$ cat src/rtl/vco_adc_pkg.sv
// Shared types and defaults for the VCO quantizer readout blocks.
// Holds the FSM state encoding and the per-window count width derivation.
package vco_adc_pkg;

    typedef enum logic [1:0] {
        IDLE   = 2'd0,
        SETTLE = 2'd1,
        RUN    = 2'd2
    } state_e;

    localparam int DECIM_DEF      = 64;
    localparam int SETTLE_CYC_DEF = 8;

    // A window of DECIM cycles holds at most DECIM/2 rising edges; one spare bit keeps DECIM itself representable.
    function automatic int cnt_width(input int decim);
        return $clog2(decim) + 1;
    endfunction

endpackage

$ cat src/rtl/vco_edge_sync.sv
// Brings the asynchronous quantizer bit into the clk domain and flags its rising edges.
// A 2-flop synchronizer feeds a history flop; rise is a single-cycle pulse.
module vco_edge_sync (
    input  logic clk,
    input  logic rst,
    input  logic async_in,
    output logic rise
);

    logic s1_r;
    logic s2_r;
    logic s3_r;

    // Synchronizer chain plus history flop, running every cycle.
    always_ff @(posedge clk) begin
        if (rst) begin
            s1_r <= 1'b0;
            s2_r <= 1'b0;
            s3_r <= 1'b0;
        end else begin
            s1_r <= async_in;
            s2_r <= s1_r;
            s3_r <= s2_r;
        end
    end

    assign rise = s2_r & ~s3_r;

endmodule

$ cat src/rtl/vco_adc_reader.sv
// Readout for the 1-bit VCO quantizer: owns the VCO enable, counts rising edges per DECIM-cycle
// window and presents sinc2 samples y[k] = c[k] + c[k-1] on a valid/ready port.
module vco_adc_reader
    import vco_adc_pkg::*;
#(
    parameter  int DECIM      = DECIM_DEF,
    parameter  int SETTLE_CYC = SETTLE_CYC_DEF,
    localparam int CNT_W      = cnt_width(DECIM),
    localparam int OUT_W      = CNT_W + 1
) (
    input  logic             clk,
    input  logic             rst,
    input  logic             start,
    input  logic             stop,
    input  logic             quantizer_in,
    output logic             vco_enable_n,
    output logic [OUT_W-1:0] sample_data,
    output logic             sample_valid,
    input  logic             sample_ready,
    output logic             overrun,
    input  logic             clear_overrun,
    output logic             busy
);

    localparam int WIN_W = $clog2(DECIM);
    localparam int SET_W = $clog2(SETTLE_CYC + 1);

    state_e             state_r;
    state_e             state_s;
    logic [SET_W-1:0]   settle_cnt_r;
    logic [WIN_W-1:0]   win_idx_r;
    logic [CNT_W-1:0]   acc_r;
    logic [CNT_W-1:0]   c_prev_r;
    logic               primed_r;
    logic [OUT_W-1:0]   y_r;
    logic               y_stb_r;
    logic [OUT_W-1:0]   sample_data_r;
    logic               sample_valid_r;
    logic               overrun_r;
    logic               vco_enable_n_r;
    logic               busy_r;

    logic               rise_s;
    logic [CNT_W-1:0]   c_s;
    logic [OUT_W-1:0]   y_s;
    logic               win_done_s;

    vco_edge_sync u_sync (
        .clk      (clk),
        .rst      (rst),
        .async_in (quantizer_in),
        .rise     (rise_s)
    );

    // Next-state logic; stop always wins over start.
    always_comb begin
        state_s = state_r;
        case (state_r)
            IDLE: begin
                if (start && !stop) begin
                    state_s = SETTLE;
                end else begin
                    state_s = IDLE;
                end
            end
            SETTLE: begin
                if (stop) begin
                    state_s = IDLE;
                end else if (settle_cnt_r == SET_W'(SETTLE_CYC - 1)) begin
                    state_s = RUN;
                end else begin
                    state_s = SETTLE;
                end
            end
            RUN: begin
                if (stop) begin
                    state_s = IDLE;
                end else begin
                    state_s = RUN;
                end
            end
            default: state_s = IDLE;
        endcase
    end

    // Window arithmetic: the edge seen in the last window cycle still belongs to that window.
    always_comb begin
        c_s        = acc_r + CNT_W'(rise_s);
        y_s        = OUT_W'(c_s) + OUT_W'(c_prev_r);
        win_done_s = 1'b0;
        if ((state_r == RUN) && (win_idx_r == WIN_W'(DECIM - 1)) && !stop) begin
            win_done_s = 1'b1;
        end else begin
            win_done_s = 1'b0;
        end
    end

    // State register and the registered enable/busy outputs, which follow the next state.
    always_ff @(posedge clk) begin
        if (rst) begin
            state_r        <= IDLE;
            vco_enable_n_r <= 1'b1;
            busy_r         <= 1'b0;
        end else begin
            state_r        <= state_s;
            vco_enable_n_r <= (state_s == IDLE);
            busy_r         <= (state_s != IDLE);
        end
    end

    // Settle counter, window counter, accumulator and sinc2 history.
    always_ff @(posedge clk) begin
        if (rst) begin
            settle_cnt_r <= '0;
            win_idx_r    <= '0;
            acc_r        <= '0;
            c_prev_r     <= '0;
            primed_r     <= 1'b0;
            y_r          <= '0;
            y_stb_r      <= 1'b0;
        end else begin
            y_stb_r <= 1'b0;
            if (state_r == SETTLE) begin
                settle_cnt_r <= settle_cnt_r + SET_W'(1);
            end else begin
                settle_cnt_r <= '0;
            end
            if (state_r != RUN) begin
                win_idx_r <= '0;
                acc_r     <= '0;
                primed_r  <= 1'b0;
            end else if (win_done_s) begin
                win_idx_r <= '0;
                acc_r     <= '0;
                c_prev_r  <= c_s;
                primed_r  <= 1'b1;
                if (primed_r) begin
                    y_r     <= y_s;
                    y_stb_r <= 1'b1;
                end
            end else begin
                win_idx_r <= win_idx_r + WIN_W'(1);
                acc_r     <= c_s;
            end
        end
    end

    // Output register and handshake; a sample arriving while one is stuck is dropped and flagged.
    always_ff @(posedge clk) begin
        if (rst) begin
            sample_data_r  <= '0;
            sample_valid_r <= 1'b0;
            overrun_r      <= 1'b0;
        end else begin
            if (y_stb_r) begin
                if (sample_valid_r && !sample_ready) begin
                    overrun_r <= 1'b1;
                end else begin
                    sample_data_r  <= y_r;
                    sample_valid_r <= 1'b1;
                end
            end else if (sample_valid_r && sample_ready) begin
                sample_valid_r <= 1'b0;
            end
            if (clear_overrun && !(y_stb_r && sample_valid_r && !sample_ready)) begin
                overrun_r <= 1'b0;
            end
        end
    end

    assign vco_enable_n = vco_enable_n_r;
    assign sample_data  = sample_data_r;
    assign sample_valid = sample_valid_r;
    assign overrun      = overrun_r;
    assign busy         = busy_r;

endmodule

$ cat config.mk
export PLATFORM = sky130hd
export DESIGN_NAME = vco_adc_reader
export DESIGN_NICKNAME = d
export VERILOG_FILES = /design/src/rtl/vco_adc_pkg.sv /design/src/rtl/vco_edge_sync.sv /design/src/rtl/vco_adc_reader.sv
export SDC_FILE = /design/constraint.sdc
export NUM_CORES = 1
export LEC_CHECK = 0
export CELL_PAD_IN_SITES_DETAIL_PLACEMENT = 0
export CELL_PAD_IN_SITES_GLOBAL_PLACEMENT = 1
export CORE_ASPECT_RATIO = 1.5
export CORE_MARGIN = 2
export CORE_UTILIZATION = 40
export CTS_CLUSTER_SIZE = 28
export DETAILED_ROUTE_END_ITERATION = 16
export PLACE_DENSITY = 0.78
export SETUP_SLACK_MARGIN = 0.2
export SYNTH_ARGS = -nofsm -noshare
export SYNTH_HDL_FRONTEND = slang
export SYNTH_SLANG_ARGS = --single-unit
$ cat constraint.sdc
create_clock -name clk -period 6.6 [get_ports clk]
set_clock_uncertainty 0.2 [all_clocks]
set_input_delay 0.66 -clock clk [delete_from_list [all_inputs] [get_ports clk]]
set_output_delay 0.66 -clock clk [all_outputs]
set_load 0.01 [all_outputs]
* Yosys cells after proc, flatten, opt, wreduce, memory -nomap -nowiden
Cells that the tools add are included.
** Word-level totals
- Register bits :: 51
- Bits in latches :: 0
- Bits in writable memories :: 0
- Memory bits (read-only) :: 0
- Input bits :: 7
- Memories kept :: 0
** Operators by class
- $add $sub $neg :: 4
- $mul :: 0
- Divide/modulo/power cells :: 0
- Magnitude comparators :: 0
- Equal/unequal tests :: 6
- Shift-type cells :: 0
- Multiplexer cells :: 10
- Bitwise gates (word level) :: 6
- Reduce and logical (&&, ||, !) cells :: 25
** Operators with widths (count)
- adder 7 x 7 -> 8 bit :: 1
- logical AND 1 bit :: 8
- AND reduction 2 bit :: 4
- adder 7 x 1 -> 7 bit :: 1
- adder 6 x 1 -> 6 bit, second input constant :: 1
- equality test 6 bit, second input constant :: 1
- two-way mux 1 bit :: 6
- two-way mux 2 bit :: 3
- case mux 2 bit (3 select lines) :: 1
- OR reduction 2 bit :: 3
- OR reduction 3 bit :: 2
- inverter 1 bit :: 5
- adder 4 x 1 -> 4 bit, second input constant :: 1
- equality test 4 x 3 -> 1 bit, second input constant :: 1
- logical NOT 2 bit :: 2
- != test 2 bit, second input constant :: 2
- nonzero test 2 bit :: 2
- logical NOT 1 bit :: 3
- AND reduction 3 bit :: 1
- equality test 2 x 1 -> 1 bit, second input constant :: 1
- equality test 2 bit, second input constant :: 1
- bitwise AND 1 bit :: 1

* Longest topological paths before layout
Gate-level depths: netlist of the first run.
- Depth after elaboration :: 6
- Gate-level depth with buffers :: 11
- Gate-level depth less buffers :: 11

* By module
From an unflattened synthesis of the first run, not the netlist that was laid out.
** Second synthesis, totals
- Cell total of the unflattened synthesis :: 236
- Area, all modules :: 2163.3 um2
** By module, submodules not included
- vco_adc_reader :: times used 1, cells each 229, area each 2075.7 um2, sequential area each 960.9 um2
- vco_edge_sync :: times used 1, cells each 7, area each 87.6 um2, sequential area each 60.1 um2

* Least setup slack after synthesis of the first run
OpenSTA, ideal clock, no wires.
- Path type :: reg-to-reg
- From :: register u_sync.s2_r
- To :: register y_r[5]
- Library setup time :: 0.063 ns
- Arrival time :: 2.265 ns
- Setup slack :: 4.072 ns
- Cell stages (with the launch flop) :: 11
- Buffers on the path :: 0
- Period minus slack after synthesis :: 2.528 ns
- Cell sequence :: dfxtp_1 > nor2b_1 > ha_1 > ha_1 > xnor2_1 > inv_1 > ha_1 > a21oi_1 > a21oi_1 > or4_1 > nand3_1
** On the way
- Longest elaborated chain between the ends :: 3
** RTL lines
- start: declaration :: line vco_edge_sync.sv:11 : logic s2_r;
- start signal: assignment :: line vco_edge_sync.sv:22 : s2_r <= s1_r;
- bitwise AND 1 bit :: line vco_edge_sync.sv:27 : assign rise = s2_r & ~s3_r;
- adder 7 x 1 -> 7 bit :: line vco_adc_reader.sv:88 : c_s = acc_r + CNT_W'(rise_s);
- via c_s[2] :: line vco_adc_reader.sv:44 : logic [CNT_W-1:0] c_s;
- adder 7 x 7 -> 8 bit :: line vco_adc_reader.sv:89 : y_s = OUT_W'(c_s) + OUT_W'(c_prev_r);
- end signal: assignment :: line vco_adc_reader.sv:138 : y_r <= y_s;
- end: declaration :: line vco_adc_reader.sv:35 : logic [OUT_W-1:0] y_r;
The timed path passes the listed nets, and every way through them passes these cells.
A chain may end at the register's enable or synchronous reset.

* Worst setup path in the final report of the first run
Same ends and word-level chain as after synthesis.

==> impl_metrics.csv, run 1 <==
group,metric,value,unit
sta,setup_viol,0,
routing,drtPass1Iterations,4,
synthesis,synthSimpleGateAreaFrac,22.7,%
synthesis,ys_async_sr_fraction,0,%
clock_tree,cts_resized,0,
sta,worst_pin_slew,1080,ps
routing,ant_nets,0,
routing,wire_per_inst,11.9,um
routing,initialDrtViolationCount,65,
synthesis,synthMuxAreaShare,4.63,%
synthesis,synth-seq-cells,51,
floorplanning,coreArea,5160,um2
synthesis,yosys.area_share.adder,8.46,%
pwr,cellLeakagePower,1.05,nW
synthesis,synth_compound_area_share,8.46,%
synthesis,ys_seq_area_share,47.3,%
global_route,track_usage,14.7,%
worst_setup_path,slowest_delay,520,ps
worst_setup_path,cp.arrival,2790,ps
synthesis,synth_cell_types,31,
worst_setup_path,cp_slowest_cell,"or4_1",
worst_setup_path,cp_max_fo,4,
synthesis,synth_area_per_cell,9.11,um2
synthesis,synth-xor-area-share,4.87,%
clock_tree,clk_latency,300,ps
clock_tree,path_clk_slew,90,ps
global_route,grt_max_degree,37,
global_route,grt_pass1_vias,1452,
routing,vias,1546,
synthesis,synth_top_family_by_area,"simple AND/OR/NAND/NOR gates",
synthesis,syn_area,2160,um2
pwr,ir_drop,0.136,mV
worst_setup_path,crit_path_start_kind,"flip-flop",
sta,fin_crit_sh,41.5,%
floorplanning,std_cell_rows,32,
sta,min_period,2740,ps
finish,drive_gt1_share,5.08,%
worst_setup_path,worst_ep_required_time,6650,ps
clock_tree,h-tree-depth,2,
clock_tree,cts_tree,"built",
place,gp_congestion,0.747,
finish,stdcell_count,324,
clock_tree,postCtsSetupRepairBufs,0,
global_route,grt-ovfl-total,0,
synthesis,netlist_instances,237,
sta,rsz0062_at_grt,"false",
sta,max_slew_margin,27.9,%
worst_setup_path,crit_chain,"nor2b_1 > ha_1 > ha_1 > xnor2_1 > inv_1 > ha_1 > a21oi_1 > a21oi_1 > or4_1 > nand3_1",
pwr,p_per_area,217,nW/um2
clock_tree,cts_buffers,5,
global_route,grt_antenna_before_repair,0,
finish,n_fill_cell,502,
synthesis,synth_flop_cell,"dfxtp_1",
worst_setup_path,crit_type,"reg -> reg",
place,port_buffers,18,
finish,area_growth,16.6,%
place,hpwl,2790,um
global_route,grt_pass1_wl,6750,um
finish,diodes,0,
synthesis,synth-edff-count,0,
sta,slew_viol_final,0,
routing,drt-total-wl,3850,um
routing,via_per_inst,4.77,
floorplanning,io_pins,19,
worst_setup_path,end_kind,"flip-flop",
floorplanning,die_area,6010,um2
clock_tree,hold_buffers,0,
finish,nets,276,
clock_tree,cts-root-buf,"clkbuf_8",
synthesis,yosys_warnings,0,
sta,max_freq,365,MHz
run,maxCapViolations,0,
worst_setup_path,cpMostUsedCell,"ha_1",
sta,hold_violations,0,
floorplanning,dieHeight,94.0,um
min_path,hp-class,"reg -> reg",
clock_tree,clock_path_buffers,2,
synthesis,synth_nets,258,
run_status,status,"finished clean",
sta,setup_tns,0,ps
floorplanning,die_w,64.0,um
pwr,p_total,0.000545,W
place,dp.cells,316,
floorplanning,start_util,41.8,%
routing,route.detailed.drc,0,
clock_tree,cts.sinks,51,
[flip-flops by register name, summed over array words and instances, names as in the netlist]
signal,cells
sample_valid,1
u_sync.s3_r,1
state_r,2
primed_r,1
acc_r,7
y_stb_r,1
y_r,8
busy,1
vco_enable_n,1
settle_cnt_r,4
sample_data,8
u_sync.s2_r,1
win_idx_r,6
overrun,1
u_sync.s1_r,1
c_prev_r,7
[final cells by class]
class / instances / area, um2 / area share (%)
Multi-Input combinational cell: 166 / 1060 / 42.1
Sequential cell: 51 / 1020 / 40.6
Clock inverter: 2 / 35.0 / 1.39
Tap cell: 68 / 85.1 / 3.38
Inverter: 12 / 45.0 / 1.79
Timing Repair Buffer: 19 / 188 / 7.46
Clock buffer: 6 / 82.6 / 3.28
[cell usage in the layout (no fill, tap or decap), types with 8 or more instances in the layout]
cell type,count
a21oi_1,10
nor2_1,51
nand2_1,12
ha_1,13
mux2i_1,10
nand3_1,8
dfxtp_1,51
clkdlybuf4s50_1,18
inv_1,12
[cell usage after synthesis (3+ instances only)]
cell      number  area (um2)
a211oi_1       7        52.6
a21o_1         3        22.5
a21oi_1       10        50.1
clkbuf_1       6        22.5
dfxtp_1       51        1020
ha_1          13         163
inv_1         12        45.0
mux2i_1       10         100
nand2_1       12        45.0
nand2b_1       4        25.0
nand3_1        8        40.0
nand3b_1       5        37.5
nor2_1        51         191
nor2b_1        7        43.8
nor3_1         3        15.0
o211ai_1       4        30.0
xnor2_1        7        61.3
xor2_1         5        43.8
[worst paths after layout]
kind	from	end	slack, ps	depth (start not counted)
worst max-delay path	u_sync.s2_r	y_r[5]	3860	10
worst min register to register	settle_cnt_r[0]	settle_cnt_r[0]	250	1
worst min-delay path	settle_cnt_r[0]	settle_cnt_r[0]	250	1
worst max register to register	u_sync.s2_r	y_r[5]	3860	10
[worst max-delay path, delay by kind of cell, from the launching register on]
family / cells / cell delay [ps]
and+or+nand+nor: 3 / 750
adders and majority gates: 3 / 710
AOI/OAI and AO/OA: 2 / 430
DFF: 1 / 310
xor gates and xnor gates: 1 / 230
buffers and inverters: 1 / 70
[where the power goes]
part | switching (W) | internal, W
combinational | 0.00000613 | 0.00000672
sequential | 0.00000101 | 0.000309
clock | 0.0000997 | 0.000123
[kinds of logic after synthesis]
| group | Yosys count |
|---|---|
| mux | 10 |
| fa+ha+maj | 14 |
| flops | 51 |
| buf+inv | 20 |
| compound gates | 28 |
| xor+xnor | 12 |
| simple gates | 102 |
[routing by layer]
| metal | vias up | part of all wire [%] | GRT usage (%) |
|---|---|---|---|
| met5 | - | 0 | 0 |
| met4 | 0 | 1.9 | 7.07 |
| met3 | 5 | 2.8 | 3.60 |
| met2 | 20 | 52 | 25.2 |
| met1 | 694 | 44 | 16.9 |
| li1 | 827 | - | - |
[stage by stage]
stage                     worst slack, ps  instance area, um2  hold slack, ps  utilization, %
after CTS                            3890                2520             262            48.7
final                                3860                2520             255            48.7
after global routing                 3630                2520             276            48.7
after global placement               3690                2400             235            46.5
after floorplan                      4070                2160             214               -
after detailed placement             3690                2400             242            46.5
Note: power is estimated with default switching activity, not from simulation.
==> run 2: changes to the inputs <==
Settings changed: CORE_UTILIZATION 40 to 39, PLACE_DENSITY 0.78 to 0.79.
Clock period 6.6 ns to 2.3 ns, I/O delays scaled along.
==> run 2 against run 1 <==
The run now ends with setup timing left; sequential share of layout area down 6.0 points; critical path depth unchanged; worst setup slack worse by 3900 ps; sequential cell count unchanged; non-clock buffer count up 26; highest routed layer unchanged; critical path type unchanged; wire length up 8.7%; sequential power rose to 2.9 times the previous value; first-iteration DRC count down 42%; combinational power rose to 3.3 times the previous value; register-to-register slack worse by 3900 ps; critical endpoint is now y_r[6]; hold slack worse by 8.4 ps.
==> impl_metrics.csv, run 2 (same netlist as run 1, synthesis figures left out) <==
group,metric,value,unit
run_status,status,"complete, but fails checks",
run_status,violations,"setup timing",
finish,final_util,54.7,%
finish,n_fill_cell,497,
finish,nets,302,
worst_setup_path,end_kind,"flip-flop",
global_route,use_met2,26.8,%
pwr,clockPowerShare,35.4,%
global_route,grt_pass1_wl,6960,um
clock_tree,h-tree-depth,2,
routing,via_per_inst,4.75,
pwr,p_int,0.00112,W
finish,final_common_cell,"dfxtp_1",
sta,hold_violations,0,
pwr,comb_power_share,2.9,%
sta,max_freq,422,MHz
global_route,grt-ovfl-total,0,
sta,layout_setup_ws,-68.7,ps
clock_tree,hold_buffers,0,
worst_setup_path,crit_chain,"nor2b_4 > ha_4 > ha_4 > nand3_4 > xor2_2 > inv_2 > ha_4 > a21o_1 > or4_1 > nand3_1",
clock_tree,path_clk_slew,90,ps
routing,route.detailed.drc,0,
sta,worst_pin_slew,285,ps
routing,vias,1671,
sta,max_slew_margin,80.8,%
place,hpwl,3200,um
worst_setup_path,cp_slowest_cell,"or4_1",
clock_tree,clock_path_buffers,2,
sta,rsz0062_at_grt,"true",
routing,drt-total-wl,4190,um
worst_setup_path,cp_max_fo,4,
routing,ant_nets,0,
pwr,p_per_area,488,nW/um2
finish,most-common-layout-cells,"50 x dfxtp_1, 49 x nor2_1, 27 x buf_4",
routing,wire_per_inst,11.9,um
global_route,grt_antenna_before_repair,0,
finish,regArea,1020,um2
pwr,seqPwrFrac,61.7,%
place,port_buffers,18,
sta,hold_ws,246,ps
routing,initialDrtViolationCount,38,
floorplanning,die_w,64.8,um
global_route,grt_util_met3,2.83,%
routing,drtPass1Iterations,4,
floorplanning,io_pins,19,
worst_setup_path,critPathBufInv,1,
run,maxCapViolations,0,
global_route,grt_max_degree,24,
worst_setup_path,crit_path_start_kind,"flip-flop",
worst_setup_path,slowest_delay,500,ps
global_route,track_usage,14.8,%
floorplanning,start_util,39.9,%
pwr,cellLeakagePower,1.14,nW
clock_tree,cts.sinks,51,
finish,drive_gt1_share,26.6,%
floorplanning,std_cell_rows,33,
global_route,grt_busiest_layer,"met2",
sta,min_period,2370,ps
sta,setup_viol,4,
global_route,grt_pass1_vias,1562,
floorplanning,dieHeight,95.1,um
pwr,netSwitchingFraction,22.2,%
pwr,ir_drop,0.278,mV
sta,fin_crit_sh,103,%
finish,area_growth,37.0,%
pwr,p_sw,0.000321,W
place,dp_slack,-137,ps
finish,diodes,0,
worst_setup_path,cpMostUsedCell,"ha_4",
worst_setup_path,cp.arrival,2420,ps
clock_tree,cts-root-buf,"clkbuf_8",
clock_tree,cts_tree,"built",
clock_tree,cts_buffers,5,
min_path,hp-class,"reg -> reg",
floorplanning,coreArea,5410,um2
floorplanning,die_area,6160,um2
worst_setup_path,crit_type,"reg -> reg",
place,gp_congestion,0.737,
finish,multiInputGateArea,1330,um2
worst_setup_path,worst_ep_required_time,2350,ps
worst_setup_path,path_delay_family,"simple AND/OR/NAND/NOR gates",
sta,slew_viol_final,0,
clock_tree,clk_latency,310,ps
global_route,grtUsageMet1,16.2,%
-- run 2: cell count changes in the layout (fill, tap and decap cells not counted), sizes merged --
| cell | delta |
|---|---|
| buf | +26 |
| bufinv | -1 |
| clkbuf | -1 |
| clkinvlp | +2 |
-- run 2: final timing paths --
check	start	endpoint	slack, ps	cells after the start
worst max-delay path	u_sync.s2_r	y_r[6]	-70	10
worst min-delay path	u_sync.s1_r	u_sync.s2_r	250	1
worst max register to register	u_sync.s2_r	y_r[6]	-70	10
worst min register to register	u_sync.s1_r	u_sync.s2_r	250	1
-- run 2: power by group through the flow --
stage	Sequential, W	Clock, W	Combinational, W
floorplan	0.000912	0	0.0000190
global placement	0.000911	0	0.0000412
detailed placement	0.000911	0	0.0000409
CTS	0.000891	0.000529	0.0000423
global route	0.000892	0.000568	0.0000461
finish	0.000891	0.000511	0.0000417
-- run 2: worst reg2reg max path, stage by stage (launching register included) --
cell and delay, ps:
dfxtp_2 340, nor2b_4 190, ha_4 170, ha_4 150, nand3_4 90, xor2_2 180, inv_2 60, ha_4 160
a21o_1 180, or4_1 500, nand3_1 90
-- run 2: per-layer routing --
metal | vias up | part of all wire, %
met4 | 0 | 2.2
met3 | 6 | 2.1
met1 | 776 | 42
met5 | - | 0
li1 | 874 | -
met2 | 15 | 54
-- run 2: per-stage QoR --
stage          cells  TNS, ps  cell area (um2)  power [W]
2_1_floorplan    237    -4.05             2320   0.000931
3_3_place_gp     343     -144             2750   0.000952
3_5_place_dp     343     -310             2750   0.000952
4_1_cts          352     -207             2940    0.00146
5_1_grt          352     -517             2960    0.00151
6_report         352     -143             2960    0.00144
-- run 2: cell type report --
type / count / share of cell area (%)
Tap cell: 70 / 2.96
Sequential cell: 51 / 34.6
Timing Repair Buffer: 45 / 12.9
Multi-Input combinational cell: 166 / 45.0
Clock buffer: 5 / 2.33
Clock inverter: 3 / 0.677
Inverter: 12 / 1.52
-- run 2: timing repair --
action | CTS | global route
endpoints found under the setup margin | 5 | 6
pin swaps | 12 | 2
buffers inserted | 1 | 0
resized for setup | 22 | 4
